==> src/rtl/core_ctrl_if.sv <==
`default_nettype none
// ==========================================================================
// core_ctrl_if : per-core awaken/pause/memory-port bundle to the controller
// Revision     : 1.0
// ==========================================================================
interface core_ctrl_if #(
  parameter int NCORES = 4
);
  logic [19*NCORES-1:0] pc_out_in;
  logic [4*NCORES-1:0]  pause_resume_in;
  logic [NCORES-1:0]    ld_req;
  logic [NCORES-1:0]    st_req;
  logic [NCORES-1:0]    halt_in;
  logic [NCORES-1:0]    awake_in;
  logic [17*NCORES-1:0] pc_passed;
  logic [3*NCORES-1:0]  stall_num;
  logic [NCORES-1:0]    ld_grant;
  logic [NCORES-1:0]    st_grant;
  logic                 all_halted;
  logic [31:0]          conflict_count;

  modport master (
    output pc_out_in, pause_resume_in, ld_req, st_req, halt_in, awake_in,
    input  pc_passed, stall_num, ld_grant, st_grant, all_halted, conflict_count
  );

  modport slave (
    input  pc_out_in, pause_resume_in, ld_req, st_req, halt_in, awake_in,
    output pc_passed, stall_num, ld_grant, st_grant, all_halted, conflict_count
  );
endinterface
`default_nettype wire

==> src/rtl/core_ctrl.sv <==
`default_nettype none
// ==========================================================================
// core_ctrl : multicore boot, awaken, pause/resume and shared-port arbiter
//             optional stats counter under CORE_CTRL_STATS_EN
// Revision  : 1.0
// ==========================================================================
module core_ctrl #(
  parameter int          NCORES  = 4,
  parameter logic [15:0] BOOT_PC = 16'h0000
) (
  input  logic       clk,
  input  logic       reset,
  core_ctrl_if.slave bus
);

  logic              av_vld [NCORES];
  logic [1:0]        av_tgt [NCORES];
  logic [15:0]       av_pc  [NCORES];
  logic              pr_vld [NCORES];
  logic              pr_res [NCORES];
  logic [1:0]        pr_tgt [NCORES];

  generate
    for (genvar g = 0; g < NCORES; g++) begin : g_unpack
      assign av_vld[g] = bus.pc_out_in[19*g+18];
      assign av_tgt[g] = bus.pc_out_in[19*g+16 +: 2];
      assign av_pc[g]  = bus.pc_out_in[19*g +: 16];
      assign pr_vld[g] = bus.pause_resume_in[4*g+3];
      assign pr_res[g] = bus.pause_resume_in[4*g+2];
      assign pr_tgt[g] = bus.pause_resume_in[4*g +: 2];
    end
  endgenerate

  logic [17*NCORES-1:0] pc_passed_q, pc_passed_d;
  logic [NCORES-1:0]    paused_q, paused_d;
  logic [1:0]           rr_ptr_q, rr_ptr_d;
  logic                 boot_pending_q, boot_pending_d;
  logic                 all_halted_q, all_halted_d;

  logic [1:0]           order   [NCORES];
  logic [2:0]           code    [NCORES];
  logic [15:0]          wake_pc [NCORES];
  logic [2:0]           ord_sum;
  logic [1:0]           src;
  logic                 ld_found, st_found, tgt_ok;
  logic [NCORES-1:0]    ld_gnt, st_gnt, lose, wake_vld, taken, set_req, clr_req;
  logic [3*NCORES-1:0]  stall_w;

  always_comb begin
    ld_found       = 1'b0;
    st_found       = 1'b0;
    tgt_ok         = 1'b0;
    src            = 2'd0;
    ord_sum        = 3'd0;
    ld_gnt         = '0;
    st_gnt         = '0;
    lose           = '0;
    wake_vld       = '0;
    taken          = '0;
    set_req        = '0;
    clr_req        = '0;
    stall_w        = '0;
    pc_passed_d    = '0;
    paused_d       = paused_q;
    boot_pending_d = 1'b0;
    rr_ptr_d       = rr_ptr_q;
    all_halted_d   = all_halted_q;

    for (int k = 0; k < NCORES; k++) begin
      ord_sum = {1'b0, rr_ptr_q} + 3'(k);
      if (ord_sum >= 3'(NCORES)) ord_sum = ord_sum - 3'(NCORES);
      order[k]   = ord_sum[1:0];
      code[k]    = 3'd0;
      wake_pc[k] = 16'h0000;
    end

    // Walk sources in round-robin priority; first claimant of each resource wins.
    for (int k = 0; k < NCORES; k++) begin
      src = order[k];
      if (bus.ld_req[src]) begin
        if (!ld_found) begin
          ld_found    = 1'b1;
          ld_gnt[src] = 1'b1;
        end else begin
          lose[src] = 1'b1;
          code[src] = 3'd4;
        end
      end
      if (bus.st_req[src]) begin
        if (!st_found) begin
          st_found    = 1'b1;
          st_gnt[src] = 1'b1;
        end else begin
          lose[src] = 1'b1;
          code[src] = 3'd6;
        end
      end
      tgt_ok = ({1'b0, av_tgt[src]} < 3'(NCORES));
      if (av_vld[src] && tgt_ok) begin
        if ((boot_pending_q && av_tgt[src] == 2'd0) || taken[av_tgt[src]]) begin
          lose[src] = 1'b1;
          code[src] = 3'd6;
        end else begin
          taken[av_tgt[src]]    = 1'b1;
          wake_vld[av_tgt[src]] = 1'b1;
          wake_pc[av_tgt[src]]  = av_pc[src];
        end
      end
    end

    for (int i = 0; i < NCORES; i++) begin
      if (pr_vld[i] && ({1'b0, pr_tgt[i]} < 3'(NCORES))) begin
        if (pr_res[i]) clr_req[pr_tgt[i]] = 1'b1;
        else           set_req[pr_tgt[i]] = 1'b1;
      end
    end

    // Awaken beats resume, which beats pause.
    for (int i = 0; i < NCORES; i++) begin
      if (paused_q[i]) code[i] = 3'd7;
      stall_w[3*i +: 3] = code[i];
      if (wake_vld[i] || clr_req[i]) paused_d[i] = 1'b0;
      else if (set_req[i])           paused_d[i] = 1'b1;
      if (wake_vld[i]) pc_passed_d[17*i +: 17] = {1'b1, wake_pc[i]};
    end

    if (boot_pending_q) pc_passed_d[16:0] = {1'b1, BOOT_PC};

    if (|lose) rr_ptr_d = (rr_ptr_q == 2'(NCORES-1)) ? 2'd0 : rr_ptr_q + 2'd1;

    if (|bus.awake_in) all_halted_d = &(~bus.awake_in | bus.halt_in);
  end

  always_ff @(posedge clk) begin
    if (reset) begin
      pc_passed_q    <= '0;
      paused_q       <= '0;
      rr_ptr_q       <= 2'd0;
      boot_pending_q <= 1'b1;
      all_halted_q   <= 1'b0;
    end else begin
      pc_passed_q    <= pc_passed_d;
      paused_q       <= paused_d;
      rr_ptr_q       <= rr_ptr_d;
      boot_pending_q <= boot_pending_d;
      all_halted_q   <= all_halted_d;
    end
  end

  assign bus.pc_passed  = pc_passed_q;
  assign bus.stall_num  = stall_w;
  assign bus.ld_grant   = ld_gnt;
  assign bus.st_grant   = st_gnt;
  assign bus.all_halted = all_halted_q;

`ifdef CORE_CTRL_STATS_EN
  logic [31:0] conflict_count_q, conflict_count_d;

  always_comb begin
    conflict_count_d = conflict_count_q;
    for (int i = 0; i < NCORES; i++) begin
      conflict_count_d = conflict_count_d + 32'(lose[i]);
    end
  end

  always_ff @(posedge clk) begin
    if (reset) conflict_count_q <= 32'h0;
    else       conflict_count_q <= conflict_count_d;
  end

  assign bus.conflict_count = conflict_count_q;
`else
  assign bus.conflict_count = 32'h0;
`endif

endmodule
`default_nettype wire
==> src/flat_wrapper.sv <==
// flat-port wrapper written by rule: the top's interface ports become plain ports
module core_ctrl_flat 
#(
  parameter int          NCORES  = 4,
  parameter logic [15:0] BOOT_PC = 16'h0000
)
  (clk, reset, bus_pc_out_in, bus_pause_resume_in, bus_ld_req, bus_st_req, bus_halt_in, bus_awake_in, bus_pc_passed, bus_stall_num, bus_ld_grant, bus_st_grant, bus_all_halted, bus_conflict_count);
  core_ctrl_if #(.NCORES(NCORES)) bus_i ();
  input  logic clk;
  input  logic reset;
  input wire logic [$bits(bus_i.pc_out_in)-1:0] bus_pc_out_in;
  input wire logic [$bits(bus_i.pause_resume_in)-1:0] bus_pause_resume_in;
  input wire logic [$bits(bus_i.ld_req)-1:0] bus_ld_req;
  input wire logic [$bits(bus_i.st_req)-1:0] bus_st_req;
  input wire logic [$bits(bus_i.halt_in)-1:0] bus_halt_in;
  input wire logic [$bits(bus_i.awake_in)-1:0] bus_awake_in;
  output wire logic [$bits(bus_i.pc_passed)-1:0] bus_pc_passed;
  output wire logic [$bits(bus_i.stall_num)-1:0] bus_stall_num;
  output wire logic [$bits(bus_i.ld_grant)-1:0] bus_ld_grant;
  output wire logic [$bits(bus_i.st_grant)-1:0] bus_st_grant;
  output wire logic [$bits(bus_i.all_halted)-1:0] bus_all_halted;
  output wire logic [$bits(bus_i.conflict_count)-1:0] bus_conflict_count;
  assign bus_i.pc_out_in = bus_pc_out_in;
  assign bus_i.pause_resume_in = bus_pause_resume_in;
  assign bus_i.ld_req = bus_ld_req;
  assign bus_i.st_req = bus_st_req;
  assign bus_i.halt_in = bus_halt_in;
  assign bus_i.awake_in = bus_awake_in;
  assign bus_pc_passed = bus_i.pc_passed;
  assign bus_stall_num = bus_i.stall_num;
  assign bus_ld_grant = bus_i.ld_grant;
  assign bus_st_grant = bus_i.st_grant;
  assign bus_all_halted = bus_i.all_halted;
  assign bus_conflict_count = bus_i.conflict_count;
  core_ctrl #(.NCORES(NCORES), .BOOT_PC(BOOT_PC)) u_core (.clk(clk), .reset(reset), .bus(bus_i));
endmodule
==> config.mk <==
export PLATFORM = sky130hd
export DESIGN_NAME = core_ctrl_flat
export DESIGN_NICKNAME = d
export VERILOG_FILES = /design/src/rtl/core_ctrl_if.sv /design/src/rtl/core_ctrl.sv /design/src/flat_wrapper.sv
export SDC_FILE = /design/constraint.sdc
export NUM_CORES = 1
export LEC_CHECK = 0
export CORE_ASPECT_RATIO = 1.75
export CORE_MARGIN = 3
export CORE_UTILIZATION = 47
export DETAILED_ROUTE_END_ITERATION = 8
export PLACE_DENSITY = 0.82
export SETUP_SLACK_MARGIN = 0.2
export SYNTH_ARGS = -nofsm -noshare
export SYNTH_HDL_FRONTEND = slang
export SYNTH_SLANG_ARGS = --single-unit
export TNS_END_PERCENT = 10
==> constraint.sdc <==
create_clock -name clk -period 6.35 [get_ports clk]
set_input_delay 0.635 -clock clk [delete_from_list [all_inputs] [get_ports clk]]
set_output_delay 0.635 -clock clk [all_outputs]
set_load 0.005 [all_outputs]
==> impl_metrics.toml <==
[run_status]
status = "finished, violations left"
violations = "DRC"

[floorplan]
start_util = 0.480
rows = 58
die_area_sq_mm = 0.0163
coreArea_sq_mm = 0.0144
io_pins = 231
dieWidth_um = 97.8
fp.dieH_um = 167

[critical_path]
crit_path_end_kind = "primary output"
cpPeakStageDelay_ps = 850
startpoint_type = "register"
worst_ep_arrival_time_ps = 4940
required_ps = 5710
cp_num_buf_inv = 3
path_class = "register to primary output"
slowest_stage = "dfxtp_4"
crit_fanout = 53
path_cells = "inv_1 -> ha_2 -> buf_4 -> mux4_2 -> nor2_1 -> nor2_1 -> or3_4 -> o21ai_0 -> a22oi_1 -> a211o_1 -> clkdlybuf4s50_1"
path_common_cell = "nor2_1"
path_delay_family = "buffers and inverters"

[timing]
setup_viol = 0
rsz0062_at_grt = "false"
fmax_mhz = 180
timing.final.crit_share = 0.877
worst_pin_slew_ps = 1290
finalSetupTns_ps = 0
worst_slack_ps = 779
maxSlewViolCount = 0
whs_ps = 552
hold_viol_final = 0
skew_ps = 8.50
slew_headroom = 0.136
fin_crit_ps = 5570

[synthesis]
synthCells = 717
avgSynthCellArea_sq_um = 9.67
synth_compound_area_frac = 0.244
synth-edff-count = 0
ys_warn_count = 0
netlist.top_cell.by_area = "mux4_2"
async_flop_share = 0
synthMuxAreaShare = 0.280
netlist.area_leader.share = 0.237
synth_top_family_by_area = "multiplexers"
ys_seq_area_frac = 0.219
synthAdderAreaFrac = 0.0155
synth_xor_area_frac = 0.00253
netlist-cell-type-count = 70
synth_seq_cells = 76
synth_flop_cell = "dfxtp_1"
syn-cell-area_sq_mm = 0.00693
ys_top_cells_by_area = "mux4_2 (24%), dfxtp_1 (22%), a222oi_1 (7.1%)"
synthSimpleGateAreaFrac = 0.156

[route]
drt_iter0_markers = 1199
viasPerCell = 6.95
postRouteAntennaNets = 0
drt_wl_total_um = 23800
vias = 7363
firstDrtPassIters = 9
route.detailed.drc = 1
wl_per_cell_um = 22.5

[global_route]
grt_usage = 0.283
grt_pass1_vias = 6961
grt-ovfl-total = 0
grt_pass1_wl_um = 37300
grt_max_degree = 54
antenna_found_initial = 0

[place]
dp_slack_ps = 1140
hpwl_um = 17000
gp_congestion = 0.894
portBuffers = 198

[power_and_ir_drop]
p_seq_frac = 0.168
vdd_ir_drop_max_uv = 394
power.switching_uw = 1860
p_leak_uw = 0.00316
comb_power_share = 0.700
p_clk_frac = 0.132
internal_power_uw = 2330
switching_share = 0.443
powerDensity_mw_per_mm2 = 457

[worst_hold_path]
hp-class = "register to register"

[run]
maxCapViolCount = 0

[clock_network]
htreeDepth = 3
clkLatencyLatePin_ps = 340
cts_root_buf = "clkbuf_16"
clockBufferDepth = 2
cts_tree = "done"
cts_inserted_buffers = 9
hold_buffers = 0
cts.repair.resized = 0
cts_sinks = 76
clk_pin_slew_worst_paths_ps = 60
post-cts-setup-buffer-count = 0

[layout]
area_delta_synth_final_pct = 32.5
fillerInstances = 1167
layout-drive-gt1-share = 0.135
diodes = 0
nets = 992
[power groups by stage]
stage               sequential [uW]  clock (uW)  combinational (uW)
floorplan                       651           0                1990
finish                          704         553                2940
global placement                710           0                2820
global route                    725         571                3140
detailed placement              715           0                2860
CTS                             706         555                2880
[worst paths after layout]
kind | start | endpoint | slack [ps] | cells after the start
setup / recovery | u_core.rr_ptr_q[0]$_SDFFE_PP0P_ | bus_stall_num[10] | 780 | 11
hold / removal | u_core.bus.all_halted$_SDFFE_PP0P_ | u_core.bus.all_halted$_SDFFE_PP0P_ | 550 | 2
setup reg to reg | u_core.rr_ptr_q[0]$_SDFFE_PP0P_ | u_core.bus.pc_passed[27]$_SDFF_PP0_ | 1780 | 8
hold reg to reg | u_core.bus.all_halted$_SDFFE_PP0P_ | u_core.bus.all_halted$_SDFFE_PP0P_ | 550 | 2
[state kept, by name, indices dropped and copies added, names as in the netlist]
signal	cells
u_core.paused_q	4
u_core.boot_pending_q	1
u_core.bus.pc_passed	68
u_core.rr_ptr_q	2
u_core.bus.all_halted	1
[cell type report]
type | count | area, sq um | area share
Tap cell | 180 | 225 | 0.0245
Sequential cell | 76 | 1530 | 0.166
Inverter | 12 | 45.0 | 0.00491
Clock buffer | 12 | 246 | 0.0268
Multi-Input combinational cell | 565 | 4990 | 0.543
Clock inverter | 4 | 71.3 | 0.00777
Timing Repair Buffer | 211 | 2080 | 0.226
[worst register-to-register path, delay by kind of cell (launching register included)]
family | cells | cell delay [ps]
AOI/OAI and AO/OA | 1 | 450
adders and majority gates | 1 | 490
buffers and inverters | 1 | 260
DFF | 1 | 850
muxes | 1 | 570
and+or+nand+nor | 4 | 1840
[Yosys cell counts, types with 6 or more instances]
master	number
a211o_1	6
a21oi_1	60
a221o_1	11
a221oi_1	16
a222oi_1	49
a22oi_1	29
buf_2	14
buf_4	32
clkbuf_1	41
dfxtp_1	76
ha_1	7
inv_1	12
mux4_1	10
mux4_2	73
nand2_1	73
nand2b_1	6
nand3_1	15
nand3b_1	6
nor2_1	62
nor2b_1	6
nor3_1	7
nor3b_1	6
o21ai_0	7
[kinds of logic (layout without fill, tap and decap cells)]
logic type | count (synthesis) | after routing
DFF | 76 | 76
adders and majority gates | 9 | 9
xor gates and xnor gates | 2 | 2
and+or+nand+nor | 219 | 219
buffers and inverters | 107 | 239
other | 1 | 32
AOI/OAI and AO/OA | 217 | 217
muxes | 86 | 86
[layer usage]
| layer | part of all wire | global-route usage | vias to the layer above | routed length [um] |
|---|---|---|---|---|
| met5 | 0 | 0 | - | 0 |
| met4 | 0.068 | 0.184 | 0 | 1620 |
| met3 | 0.10 | 0.0490 | 136 | 2420 |
| met2 | 0.51 | 0.488 | 602 | 12100 |
| met1 | 0.32 | 0.318 | 3425 | 7650 |
| li1 | - | - | 3200 | - |
[cell usage in the layout (no fill, tap or decap), drive strengths merged, types with 9 or more instances in the layout]
cell and instances:
nor3 9, clkbuf 12, clkdlybuf4s50 198, a222oi 49, conb 32, a21oi 60, a22oi 29, buf 13
nand2 73, mux4 83, a221oi 17, nand3 15, a221o 11, nor2 62, inv 13, dfxtp 76
[stage by stage]
| step | cells | utilization | total power (uW) | area, sq um |
|---|---|---|---|---|
| 2_1_floorplan | 748 | - | 2640 | 7050 |
| 3_3_place_gp | 1044 | 0.614 | 3530 | 8860 |
| 3_5_place_dp | 1044 | 0.614 | 3580 | 8860 |
| 4_1_cts | 1060 | 0.636 | 4140 | 9180 |
| 5_1_grt | 1060 | 0.636 | 4440 | 9180 |
| 6_report | 1060 | 0.636 | 4190 | 9180 |
Note: power is estimated with default switching activity, not from simulation.
